File: config.mk
export PLATFORM = sky130hd
export DESIGN_NAME = regfile_scoreboard
export DESIGN_NICKNAME = d
export VERILOG_FILES = /design/src/rtl/mollusc_rf_pkg.sv /design/src/rtl/rf_read_port.sv /design/src/rtl/regfile_scoreboard.sv
export SDC_FILE = /design/constraint.sdc
export NUM_CORES = 2
export LEC_CHECK = 0
export CORE_ASPECT_RATIO = 0.5
export CORE_MARGIN = 2
export CORE_UTILIZATION = 51
export CTS_BUF_LIST = sky130_fd_sc_hd__clkbuf_2 sky130_fd_sc_hd__clkbuf_4 sky130_fd_sc_hd__clkbuf_8
export DETAILED_ROUTE_END_ITERATION = 7
export GPL_TIMING_DRIVEN = 0
export PLACE_DENSITY = 0.73
export SYNTH_ARGS = -nofsm -noshare
export SYNTH_HDL_FRONTEND = slang
export SYNTH_SLANG_ARGS = --single-unit
File: constraint.sdc
create_clock -name clk -period 8.2 [get_ports clk]
set_input_delay 1.64 -clock clk [delete_from_list [all_inputs] [get_ports clk]]
set_output_delay 1.64 -clock clk [all_outputs]
set_load 0.1 [all_outputs]
File: src/rtl/mollusc_rf_pkg.sv
// rtl/mollusc_rf_pkg.sv - shared defaults and helpers for the scoreboarded register file
package mollusc_rf_pkg;

    localparam int XLEN_DEF  = 32;
    localparam int NREGS_DEF = 16;
    localparam int CNT_W_DEF = 2;
    localparam int REG_ZERO  = 0;

    function automatic int aw_of(input int nregs);
        return (nregs > 1) ? $clog2(nregs) : 1;
    endfunction

endpackage

File: src/rtl/rf_read_port.sv
// rtl/rf_read_port.sv - one read port: operand source select (fwd/wb/array) and hazard stall
module rf_read_port
    import mollusc_rf_pkg::*;
#(
    parameter int XLEN  = XLEN_DEF,
    parameter int AW    = 4,
    parameter int NFWD  = 2,
    parameter int CNT_W = CNT_W_DEF
) (
    input  logic              i_rst,
    input  logic              i_en,
    input  logic [AW-1:0]     i_addr,
    input  logic [NFWD-1:0]   i_fwd_valid,
    input  logic [NFWD-1:0]   i_fwd_rdy,
    input  logic [NFWD*AW-1:0]   i_fwd_addr,
    input  logic [NFWD*XLEN-1:0] i_fwd_data,
    input  logic              i_wb_valid,
    input  logic [AW-1:0]     i_wb_addr,
    input  logic [XLEN-1:0]   i_wb_data,
    input  logic [XLEN-1:0]   i_arr_data,
    input  logic [CNT_W-1:0]  i_pend,
    output logic [XLEN-1:0]   o_data,
    output logic              o_stall
);

    logic            w_zero;
    logic            w_fwd_hit;
    logic            w_fwd_rdy;
    logic [XLEN-1:0] w_fwd_data;
    logic            w_wb_hit;
    int              w_src_cnt;

    assign w_zero = (i_addr == AW'(REG_ZERO));

    // Scan oldest to youngest so the youngest matching stage is the one left selected.
    always_comb begin
        w_fwd_hit  = 1'b0;
        w_fwd_rdy  = 1'b0;
        w_fwd_data = '0;
        w_src_cnt  = 0;
        for (int k = NFWD - 1; k >= 0; k--) begin
            if (i_fwd_valid[k] && (i_fwd_addr[k*AW +: AW] == i_addr)) begin
                w_fwd_hit  = 1'b1;
                w_fwd_rdy  = i_fwd_rdy[k];
                w_fwd_data = i_fwd_data[k*XLEN +: XLEN];
                w_src_cnt  = w_src_cnt + 1;
            end
        end
        w_wb_hit = i_wb_valid && (i_wb_addr == i_addr);
        if (w_wb_hit) begin
            w_src_cnt = w_src_cnt + 1;
        end
    end

    always_comb begin
        o_data = i_arr_data;
        if (i_rst || w_zero) begin
            o_data = '0;
        end else if (w_fwd_hit) begin
            o_data = w_fwd_data;
        end else if (w_wb_hit) begin
            o_data = i_wb_data;
        end
    end

    assign o_stall = !i_rst && i_en && !w_zero && (i_pend != '0) &&
                     ((w_src_cnt < int'(i_pend)) || (w_fwd_hit && !w_fwd_rdy));

endmodule

File: src/rtl/regfile_scoreboard.sv
// rtl/regfile_scoreboard.sv - register file with pending-write scoreboard; RF_STALL_STATS_EN adds stall counters
module regfile_scoreboard
    import mollusc_rf_pkg::*;
#(
    parameter int XLEN  = XLEN_DEF,
    parameter int NREGS = NREGS_DEF,
    parameter int NREAD = 4,
    parameter int NFWD  = 2,
    parameter int CNT_W = CNT_W_DEF,
    localparam int AW   = aw_of(NREGS)
) (
    input  logic                  clk,
    input  logic                  rst,
    input  logic                  iss_valid,
    input  logic [AW-1:0]         iss_addr,
    output logic                  iss_ready,
    input  logic [NFWD-1:0]       fwd_valid,
    input  logic [NFWD-1:0]       fwd_rdy,
    input  logic [NFWD*AW-1:0]    fwd_addr,
    input  logic [NFWD*XLEN-1:0]  fwd_data,
    input  logic                  wb_valid,
    input  logic [AW-1:0]         wb_addr,
    input  logic [XLEN-1:0]       wb_data,
    input  logic [NREAD-1:0]      rd_en,
    input  logic [NREAD*AW-1:0]   rd_addr,
    output logic [NREAD*XLEN-1:0] rd_data,
    output logic [NREAD-1:0]      rd_stall,
    output logic                  stall,
`ifdef RF_STALL_STATS_EN
    output logic [31:0]           stall_cycles,
    output logic [31:0]           hazard_events,
`endif
    output logic                  err_sticky
);

    localparam logic [CNT_W-1:0] PEND_MAX = {CNT_W{1'b1}};
    localparam logic [AW-1:0]    ZERO     = AW'(REG_ZERO);

    logic [XLEN-1:0]  r_mem  [NREGS];
    logic [CNT_W-1:0] r_pend [NREGS];
    logic             r_err;

    logic w_wb_fire;
    logic w_iss_fire;
    logic w_iss_dec;
    logic w_underflow;

    assign w_wb_fire  = wb_valid && (wb_addr != ZERO);
    assign w_iss_dec  = w_wb_fire && (wb_addr == iss_addr);
    assign iss_ready  = !rst && ((iss_addr == ZERO) || (r_pend[iss_addr] != PEND_MAX) || w_iss_dec);
    assign w_iss_fire = iss_valid && iss_ready && (iss_addr != ZERO);
    // A writeback paired with a same-cycle issue of that register is balanced, not an underflow.
    assign w_underflow = w_wb_fire && (r_pend[wb_addr] == '0) &&
                         !(w_iss_fire && (iss_addr == wb_addr));

    always_ff @(posedge clk) begin
        if (rst) begin
            for (int i = 0; i < NREGS; i++) begin
                r_mem[i]  <= '0;
                r_pend[i] <= '0;
            end
            r_err <= 1'b0;
        end else begin
            if (w_wb_fire) begin
                r_mem[wb_addr] <= wb_data;
            end
            for (int i = 1; i < NREGS; i++) begin
                logic inc, dec;
                inc = w_iss_fire && (iss_addr == AW'(i));
                dec = w_wb_fire && (wb_addr == AW'(i)) && ((r_pend[i] != '0) || inc);
                if (inc && !dec) begin
                    r_pend[i] <= r_pend[i] + CNT_W'(1);
                end else if (dec && !inc) begin
                    r_pend[i] <= r_pend[i] - CNT_W'(1);
                end
            end
            r_err <= r_err || w_underflow;
        end
    end

    assign err_sticky = r_err;

    for (genvar p = 0; p < NREAD; p++) begin : g_port
        logic [AW-1:0] w_addr;
        assign w_addr = rd_addr[p*AW +: AW];

        rf_read_port #(
            .XLEN  (XLEN),
            .AW    (AW),
            .NFWD  (NFWD),
            .CNT_W (CNT_W)
        ) u_port (
            .i_rst       (rst),
            .i_en        (rd_en[p]),
            .i_addr      (w_addr),
            .i_fwd_valid (fwd_valid),
            .i_fwd_rdy   (fwd_rdy),
            .i_fwd_addr  (fwd_addr),
            .i_fwd_data  (fwd_data),
            .i_wb_valid  (wb_valid),
            .i_wb_addr   (wb_addr),
            .i_wb_data   (wb_data),
            .i_arr_data  (r_mem[w_addr]),
            .i_pend      (r_pend[w_addr]),
            .o_data      (rd_data[p*XLEN +: XLEN]),
            .o_stall     (rd_stall[p])
        );
    end

    assign stall = |rd_stall;

`ifdef RF_STALL_STATS_EN
    logic [31:0] r_stall_cycles;
    logic [31:0] r_hazard_events;
    logic        r_stall_d;

    always_ff @(posedge clk) begin
        if (rst) begin
            r_stall_cycles  <= '0;
            r_hazard_events <= '0;
            r_stall_d       <= 1'b0;
        end else begin
            r_stall_d <= stall;
            if (stall) begin
                r_stall_cycles <= r_stall_cycles + 32'd1;
            end
            if (stall && !r_stall_d) begin
                r_hazard_events <= r_hazard_events + 32'd1;
            end
        end
    end

    assign stall_cycles  = r_stall_cycles;
    assign hazard_events = r_hazard_events;
`endif

endmodule
# Yosys cells after proc, flatten, opt, wreduce, memory -nomap -nowiden
# Memory sizes are Yosys's and may differ from the RTL's.
# Cells that the tools add are included.
# op_classes
add_sub_neg	38
eq_ne	45
n_bitwise	30
muxes	191
reduce_logical	210
order_cmp	4
# ops
op	count
$mux 32	29
$mux 1	131
$add 32x2->32 const B	4
$lt 32x3->1	4
$logic_and 1x1->1	115
$eq 4x4->1 const B	16
$mux 2	30
$eq 4x4->1	14
$logic_not 1->1	40
$reduce_bool 2->1	19
$eq 4x3->1 const B	8
$reduce_or 32->1	1
$add 2x1->2 const B	15
$or 1x1->1	30
$sub 2x1->2 const B	15
$logic_or 1x1->1	26
$logic_not 4->1	5
$eq 4x2->1 const B	4
$add 1x1->2 const B	4
$eq 4x1->1 const B	2
$reduce_bool 4->1	2
$mux 4	1
$reduce_or 4->1	1
$logic_not 2->1	1
$ne 2x2->1 const B	1
# totals
out_inout_bits	135
regBits	1
input_bits	140
memories	2
ramBits	544
# mem_list
name	depth	width	rd	rd_ports_with_merged_regs	write_ports	line_no	text
r_mem	16	32	4	0	16	regfile_scoreboard.sv:39	logic [XLEN-1:0] r_mem [NREGS];
r_pend	16	2	21	0	16	regfile_scoreboard.sv:40	logic [CNT_W-1:0] r_pend [NREGS];

# Depth between registers and ports, before layout
# logic_depth
ltp_word	17
depth_mapped	17
ltp_nobuf	13

# Modules after synthesis
# A second synthesis with hierarchy kept.
# unflattened
hier_cells	3013
area_unflattened_um2	43454.2
# by_module_without_submodules
mod	area_per_inst_um2	seq_area_each_um2	cells_each	n_inst
regfile_scoreboard	37647.4	16295.6	2289	1
rf_read_port at g_port[1].u_port ...	1468.9	0.0	189	3
rf_read_port at g_port[0].u_port	1400.1	0.0	157	1

# Worst setup path after synthesis
# Ideal clock, no wire load.
# synth_timing
kind	in2out
startpoint	input port rd_addr[8]
endpoint	output port rd_data[66]
t_arrival_ps	5773
required_ps	6560
cell_stages	11
path_slack_ps	787
path_cell_list	clkbuf_1 > buf_2 > xnor2_1 > nand3_1 > nor2_1 > clkbuf_1 > inv_1 > ha_1 > clkbuf_1 > clkbuf_1 > a211oi_1
# synth_between
elab_chain_len	6
elab_cells_between_ends	16
cone_classes	3 x eq/ne; 7 x mux; 5 x reduce/logical; 1 x memory
# synth_lines
item	line_no	text
start: declaration	regfile_scoreboard.sv:25	input logic [NREAD*AW-1:0] rd_addr,
parallel branches: the longest is 5 deep, another holds $mem_v2 16x32	-	
$mux 32 (*)	rf_read_port.sv:57	if (i_rst || w_zero) begin
end: declaration	regfile_scoreboard.sv:26	output logic [NREAD*XLEN-1:0] rd_data,
# Every way passes the cells marked *.

# Worst setup path in the final report
# layout_timing
startpoint	input port rd_addr[5]
endpoint	output port rd_data[34]
# The elaborated chain is that of the path after synthesis.

==> qor.yml <==
synth_area_mm2: 0.0430
synth_compound_area_share_pct: 6.37
hold_class: "flop to flop"
whs_ps: 492
crit_path_max_fanout: 10
cp-endpoint: "rd_data[34]"
grt_pass1_vias: 35000
tns_ps: -5230
seqCellArea_mm2: 0.0163
synth_xor_area_share_pct: 1.20
route.vias.total: 36700
post-synth-top-area-cell: "edfxtp_1"
nFillCells: 6603
cts_hold_buf: 0
crit_slowest_cell: "clkdlybuf4s50_1"
drc: 84
path_cells: "clkdlybuf4s50_1 -> buf_1 -> clkbuf_2 -> nor4_1 -> nor2_1 -> clkbuf_1 -> and3_1 -> clkdlybuf4s50_1"
io_buffer_count: 228
die_w_um: 415
avgSynthCellArea_um2: 14.2
sequentialPowerShare_pct: 39.0
track_usage_pct: 45.1
grt_max_degree: 33
crit_path_start: "rd_addr[5]"
place.gp.congestion: 1.07
hold_viol: 0
rsz0062_at_grt: "no"
area_delta_synth_final_pct: 14.0
grt_overflow_total: 0
worstSetupStartpointType: "primary input"
final_nets: 3545
skew_ps: 50.2
synth_top_area_share_pct: 37.9
ys.flop_type: "edfxtp_1"
cts.sinks: 543
cts_tree: "yes"
coreArea_mm2: 0.0836
yosys.area_share.simple_pct: 10.4
synth.area.top_cells: "edfxtp_1 (38%), mux4_2 (35%), and2_1 (6.6%)"
drv_cap: 3
netlist_instances: 3028
tightestPinTransition_ps: 1630
synth_fa_ha_area_share_pct: 0.378
multi_input_area_mm2: 0.0251
worstHoldStart: "err_sticky"
drv_slew: 30
dieArea_mm2: 0.0868
leakage_nw: 17.1
finalCriticalPeriod_ps: 8490
grt_antenna_before_repair: 21
drt_wl_total_um: 197000
max-vdd-ir-drop_uv: 138
ys_async_sr_fraction_pct: 0
met3_usage_pct: 23.0
p_per_area_mw_per_mm2: 178
hpwl_um: 141000
end_kind: "output port"
grt_pass1_wl_um: 270000
rows: 75
p_sw_share_pct: 38.4
dp_slack_ps: -2100
power_mw: 8.73
finalSetupViolCount: 45
clk_latency_ps: 810
worstSetupPathType: "primary input to output port"
crit_family: "buffers and inverters"
internal-power_mw: 5.37
rrSetupSlack_ps: 5030
start_util_pct: 51.4
dp_cells: 4422
crit_required_ps: 6560
switchingPower_mw: 3.35
avgViaCountPerCell: 8.00
wl_per_cell_um: 42.8
clockPowerShare_pct: 27.7
die_h_um: 209
synthMuxAreaShare_pct: 39.3
place_area_mm2: 0.0472
reg2reg_depth: 8
use_met1_pct: 55.9
post-route-period-util_pct: 104
relSlewSlack_pct: -8.69
path_clk_slew_ps: 50
synth_enable_flop_cells: 542
crit_path_max_incr_delay_ps: 1170
layout_commonest_cell: "mux4_2"
htree_levels: 3
outcome: "finished, violations left"
yosysSeqAreaShare_pct: 37.9
fmax_mhz: 118
finalInstanceArea_mm2: 0.0490
cp_common_cell: "clkdlybuf4s50_1"
crit_buf_inv: 5
rr_startpoint: "r_pend[2][1]"
cts-root-buf: "clkbuf_8"
crit_cells: 8
pwr-share-comb_pct: 33.4
use_met2_pct: 61.9
dr.pass1.iters: 8
setup_slack_ps: -293
synth_top_family_by_area: "multiplexers"
ant_nets: 0
ys_warn_count: 0
cts_buffer_depth: 3
arrival_ps: 6850
fin_util_pct: 58.6
instances_no_fill: 4592
r2r_end: "r_pend[1][1]"
violations: "design-rule violations, max-capacitance violations, max-slew violations, negative setup slack"
drt_iter0_drc: 7851
drive_gt1_share_pct: 30.6
cts_buffers: 86
final_cell_mix: "mux4_2 (674), edfxtp_1 (542), and2_1 (452)"
io_pins: 275
top_usage_layer: "met2"
ys_ff_latch: 543
ys_types: 72
-- how the worst min path moves through the flow --
stage	end	slack (ps)	cells after the start
6_report	err_sticky	490	1
5_1_grt	err_sticky	530	1
4_1_cts	err_sticky	490	1
3_5_place_dp	err_sticky	470	1
3_3_place_gp	err_sticky	450	1
2_1_floorplan	r_pend[9][0]	640	1
-- flip-flops by register name, summed over array words and instances, names as in the netlist --
| name | cells |
|---|---|
| err_sticky | 1 |
| r_mem | 512 |
| r_pend | 30 |
-- worst register-to-register path, stage by stage (launching register included) --
cell and delay [ps]:
edfxtp_1 320, clkbuf_1 540, mux4_2 380, nand2_1 70
a32oi_1 430, nand3_2 310, buf_2 310, a31o_2 230
o211ai_1 290
-- kinds of logic after synthesis --
group                    Yosys count
other                              1
buffers and inverters            443
AO/OA/AOI/OAI                    338
flip-flops                       543
multiplexers                     842
adder cells (fa/ha/maj)           13
AND/OR/NAND/NOR                  789
XOR/XNOR                          59
-- cell type report --
type | count | area share, %
Multi-Input combinational cell | 2073 | 51.1
Tap cell | 1116 | 2.85
Clock buffer | 102 | 2.66
Antenna cell | 26 | 0.133
Timing Repair Buffer | 248 | 5.43
Sequential cell | 543 | 33.3
Clock inverter | 44 | 0.613
Inverter | 33 | 0.253
Buffer | 407 | 3.66
-- cell usage after synthesis (4+ instances only) --
library cell and instances:
mux4_2 674, buf_1 35, and2_1 453, mux2i_1 159
o211ai_1 5, or2_2 4, a211o_1 4, a211oi_1 99
ha_1 13, nor4_1 5, clkbuf_2 28, mux2_2 7
nand2_1 104, a31oi_1 4, a221o_1 32, clkbuf_1 213
nand2b_1 7, nand3_1 36, inv_1 30, and3_1 70
a21oi_1 14, edfxtp_1 542, o21ai_1 4, xnor2_1 24
buf_2 124, a31o_2 15, nor2b_1 8, xor2_1 35
a221oi_1 97, nand4_1 13, a311o_1 6, nor2_1 63
buf_4 9, nor3_1 14, o21ai_0 18
-- power by group through the flow --
stage          Combinational (mW)  Clock [mW]  Sequential, mW
3_3_place_gp                 2.74           0            3.43
6_report                     2.91        2.41            3.40
3_5_place_dp                 2.78           0            3.45
5_1_grt                      2.91        2.45            3.42
2_1_floorplan                1.88           0            3.39
4_1_cts                      2.79        2.34            3.39
-- layer usage --
metal | part of all wire [%] | routed length, um
met4 | 8.1 | 16000
met1 | 32 | 63700
met5 | 0.11 | 212
met3 | 19 | 36700
met2 | 41 | 80100
-- what timing repair did --
item / CTS / global route
resized for setup: 36 / 30
endpoints found under the hold margin: 0 / 0
pin swaps: 1 / 0
setup buffers: 1 / 0
setup endpoints to repair: 99 / 37
No activity file was read; power rests on OpenSTA's default activity.
